==> config.mk <==
export PLATFORM = sky130hd
export DESIGN_NAME = id_pipe_stage
export DESIGN_NICKNAME = d
export VERILOG_FILES = /design/src/rtl/id_pipe_stage.sv
export SDC_FILE = /design/constraint.sdc
export NUM_CORES = 1
export LEC_CHECK = 0
export CORE_AREA = 8 8 131 133
export CTS_BUF_LIST = sky130_fd_sc_hd__clkbuf_8
export DETAILED_ROUTE_END_ITERATION = 8
export DIE_AREA = 0 0 139 141
export GPL_ROUTABILITY_DRIVEN = 1
export PLACE_DENSITY = 0.79
export SLEW_MARGIN = 20
export SYNTH_ARGS = -nofsm -noshare
export SYNTH_HDL_FRONTEND = slang
export SYNTH_SLANG_ARGS = --single-unit
==> constraint.sdc <==
create_clock -name clkd -period 2.86 [get_ports clkd]
set_input_delay 0.572 -clock clkd [delete_from_list [all_inputs] [get_ports clkd]]
set_output_delay 0.572 -clock clkd [all_outputs]
set_load 0.01 [all_outputs]
==> src/rtl/id_pipe_stage.sv <==
// Decode-stage pipeline register between IF and EX: field split, immediate extension,
// load-use hazard bubbles, valid/ready handshake, flush. Optional macro: WB_BYPASS_EN.
module id_pipe_stage #(
    parameter int unsigned DW   = 32,
    parameter int unsigned RAW  = 5,
    parameter int unsigned IMMW = 16,
    parameter int unsigned CNTW = 16
) (
    input  logic            clkd,
    input  logic            rst,
    input  logic            in_valid,
    output logic            in_ready,
    input  logic [DW-1:0]   pc_in,
    input  logic [31:0]     instr_in,
    output logic [RAW-1:0]  rs_addr,
    output logic [RAW-1:0]  rt_addr,
    input  logic [DW-1:0]   rs_data,
    input  logic [DW-1:0]   rt_data,
    input  logic            ext_sign,
    input  logic            wb_we,
    input  logic [RAW-1:0]  wb_addr,
    input  logic [DW-1:0]   wb_data,
    input  logic            ex_memread,
    input  logic [RAW-1:0]  ex_rt,
    input  logic            flush,
    output logic            out_valid,
    input  logic            out_ready,
    output logic [DW-1:0]   pc_out,
    output logic [DW-1:0]   a_out,
    output logic [DW-1:0]   b_out,
    output logic [DW-1:0]   imm_out,
    output logic [RAW-1:0]  rs_out,
    output logic [RAW-1:0]  rt_out,
    output logic [RAW-1:0]  rd_out,
    output logic [5:0]      func_out,
    output logic [CNTW-1:0] stall_cnt
);

    localparam int unsigned EXTW = DW - IMMW;

    logic            hazard;
    logic            load;
    logic [RAW-1:0]  rd_addr;
    logic [DW-1:0]   imm_ext;
    logic [DW-1:0]   a_next;
    logic [DW-1:0]   b_next;

    // Register-file addresses go out straight from the incoming word.
    assign rs_addr = RAW'(instr_in[25:21]);
    assign rt_addr = RAW'(instr_in[20:16]);
    assign rd_addr = RAW'(instr_in[15:11]);

    // Load-use hazard: the load in EX writes a register this instruction reads; r0 exempt.
    assign hazard = in_valid & ex_memread & (ex_rt != '0) &
                    ((ex_rt == rs_addr) | (ex_rt == rt_addr));

    assign in_ready = !rst & !flush & !hazard & (!out_valid | out_ready);
    assign load     = in_valid & in_ready;

    assign imm_ext = ext_sign ? {{EXTW{instr_in[IMMW-1]}}, instr_in[IMMW-1:0]}
                              : {{EXTW{1'b0}}, instr_in[IMMW-1:0]};

`ifdef WB_BYPASS_EN
    // Writeback-to-decode bypass so a same-cycle write is seen without a register-file fix.
    always_comb begin
        a_next = rs_data;
        b_next = rt_data;
        if (wb_we && (wb_addr != '0) && (wb_addr == rs_addr)) a_next = wb_data;
        if (wb_we && (wb_addr != '0) && (wb_addr == rt_addr)) b_next = wb_data;
    end
`else
    always_comb begin
        a_next = rs_data;
        b_next = rt_data;
    end
`endif

    // Output register: flush beats load, load beats drain; otherwise hold.
    always_ff @(posedge clkd) begin
        if (rst) begin
            out_valid <= 1'b0;
            pc_out    <= '0;
            a_out     <= '0;
            b_out     <= '0;
            imm_out   <= '0;
            rs_out    <= '0;
            rt_out    <= '0;
            rd_out    <= '0;
            func_out  <= '0;
        end else if (flush) begin
            out_valid <= 1'b0;
        end else if (load) begin
            out_valid <= 1'b1;
            pc_out    <= pc_in;
            a_out     <= a_next;
            b_out     <= b_next;
            imm_out   <= imm_ext;
            rs_out    <= rs_addr;
            rt_out    <= rt_addr;
            rd_out    <= rd_addr;
            func_out  <= instr_in[5:0];
        end else if (out_ready) begin
            out_valid <= 1'b0;
        end
    end

    // Saturating count of hazard-stall cycles; a flushed cycle is not a stall.
    always_ff @(posedge clkd) begin
        if (rst) begin
            stall_cnt <= '0;
        end else if (hazard && !flush && (stall_cnt != {CNTW{1'b1}})) begin
            stall_cnt <= stall_cnt + CNTW'(1);
        end
    end

endmodule

==> out/qor.csv <==
metric,value,unit
Worst Hold Launch,imm_out[8],
minimum clock period,2720,ps
Num CTS Buffers,17,
Cells on Worst Hold Path,2,
Antenna Cells,0,
Post-synth EDFFs,0,
Critical Path Sink Type,primary output,
Synth area leader,dfxtp_1,
RSZ-0062 raised after global routing,no,
Sink Count,140,
Overall Global Routing Usage,0.187,
worst r2r dst,stall_cnt[3],
pwr dens,446,mW/mm^2
drt first-iter violations,236,
core footprint,0.0150,mm^2
"Req. time, crit path",2290,ps
Area Overhead vs Synth,63.7,%
row count,45,
max-cap violations,0,
synthesized area,0.00549,mm^2
ANT nets after route,0,
Chip Width,139,um
Final #Nets,1146,
number of global-route vias before repair,5435,
DR pass1 iterations,4,
Worst EP arrival,2140,ps
final setup fails,0,
final hold violations,0,
Yosys cell types,37,
pre-CTS WS,-119,ps
I/O Buffers,310,
Via Count,5486,
setup TNS,0,ps
clk buf depth,2,
layout cell share with drive strength beyond 1,0.0645,
dominant synthesized flop cell,dfxtp_1,
Peak VDD IR,0.304,mV
DR WL/cell,16.0,um
routed wire length,18.7,mm
skew final,7.01,ps
async set or reset register ratio after synthesis,0,
Finished Cell Area,0.00899,mm^2
Synth Register Bits,140,
Syn Area/Cell,7.99,um^2
Max Clk Rate,368,MHz
DRC,0,
final setup margin,144,ps
Setup crit start kind,input port,
dpl cell area,0.00867,mm^2
part of the cycle the worst path needs,0.950,
Die Area,0.0196,mm^2
"Seq/Total Area, Yosys",0.511,
"Reg clk slew, reported paths",70,ps
Routability Congestion,0.788,
syn_nets,866,
Hold WC Path Type,flip-flop to flip-flop,
die height,141,um
via density per instance,4.71,
r2r worst-path depth,7,
"leading cell types in the layout, fill and taps excluded","clkdlybuf4s50_1, nand2_1, dfxtp_1",
root buffer cell,clkbuf_8,
Worst Path Max Fanout,3,
Final Max Slew Viols,0,
htree depth,4,
Synth area leaders,"dfxtp_1, nand2_1, a21oi_1, buf_4, xnor2_1",
CTS tree,yes,
WS Path Type,input port to primary output,
Worst R2R Start,stall_cnt[8],
WHS Endpoint,imm_out[8],
Yosys top cell area share,0.511,
Worst Tran Pin Value,744,ps
Initial Utilization,0.366,
largest net degree at the start of global routing,143,
Congestion Overflow GR,0,
outcome,finished clean,
io pins,355,
Hold Slack,452,ps
"most common cell after layout, fill and taps aside",clkdlybuf4s50_1,
Lkg Pwr,0.00315,uW
Post-DP HPWL,14.2,mm
"Clk Latency, worst-skew pair",420,ps
# fillers,1316,
Max-slew headroom,0.504,
initial antenna violation count,0,
reg2reg setup slack,670,ps
synth warn,0,
Syn Inst Count,687,
first-pass GRT wire length,29.1,mm
per-stage QoR:
step	power (uW)	utilization	instances
after floorplan	2300	-	687
after global placement	2690	0.579	1136
after detailed placement	2700	0.579	1136
after CTS	4070	0.600	1165
after global routing	4210	0.600	1165
final	4010	0.600	1165
cell type report:
type	count	area [um^2]	area share
Tap cell	188	235	0.0262
Sequential cell	140	2800	0.312
Timing Repair Buffer	341	3420	0.380
Clock buffer	17	234	0.0260
Clock inverter	12	88.8	0.00988
Multi-Input combinational cell	467	2210	0.246
worst max path at each step:
stage | slack (ps) | depth (start not counted) | startpoint | end
finish | 140 | 6 | instr_in[21] | in_ready
global route | 60 | 6 | instr_in[21] | in_ready
CTS | 150 | 5 | ex_rt[1] | in_ready
detailed placement | -120 | 5 | ex_rt[1] | in_ready
global placement | -110 | 5 | ex_rt[1] | in_ready
floorplan | 660 | 7 | ex_rt[1] | stall_cnt[7]
cells by family (layout without fill, tap and decap cells):
kind of cell	count (synthesis)	in the layout	synth area share
simple gates	297	297	0.219
compound gates	153	153	0.154
flops	140	140	0.511
buf+inv	80	370	0.0887
xor+xnor	14	14	0.0223
mux	2	2	0.00388
fa+ha+maj	1	1	0.00228
flip-flops by register name (all words and copies together), names as in the netlist:
name       flops
a_out         32
b_out         32
imm_out       17
out_valid      1
pc_out        32
rs_out         5
rt_out         5
stall_cnt     16
power by group:
group	internal, uW	total (uW)	leakage [uW]	switching [uW]
sequential	2010	2040	0.00114	30.4
clock	653	1360	0.000178	707
combinational	366	612	0.00184	246
critical path, cell delays in order:
cell	delay, ps
clkdlybuf4s50_1	600
xnor2_1	150
nand3_1	120
o22a_1	240
o21a_1	190
dlygate4sd2_1	280
synth_stat cells, types with 2 or more instances:
library cell / instances
buf_2: 14
xor2_1: 3
a211oi_1: 3
and4_1: 2
and3_1: 5
nand3_1: 11
nor3_1: 3
and2_1: 2
a31oi_1: 2
xnor2_1: 11
or4_1: 3
nor2_1: 9
o21ai_0: 4
a21oi_1: 131
nand2_1: 253
nand2b_1: 3
o31ai_1: 3
dfxtp_1: 140
buf_4: 45
clkbuf_1: 21
or3_1: 3
layer usage:
metal / up-vias / wire length, um / global-route usage
li1: 2773 / - / -
met1: 2481 / 7230 / 0.194
met2: 219 / 9050 / 0.319
met3: 13 / 2140 / 0.101
met4: 0 / 236 / 0.0595
met5: - / 0 / 0
repair_timing:
action	CTS	global route
hold buffers	0	0
endpoints found under the setup margin	1	0
resized for setup	1	0
setup buffers	0	0
Note: power is estimated with default switching activity, not from simulation.
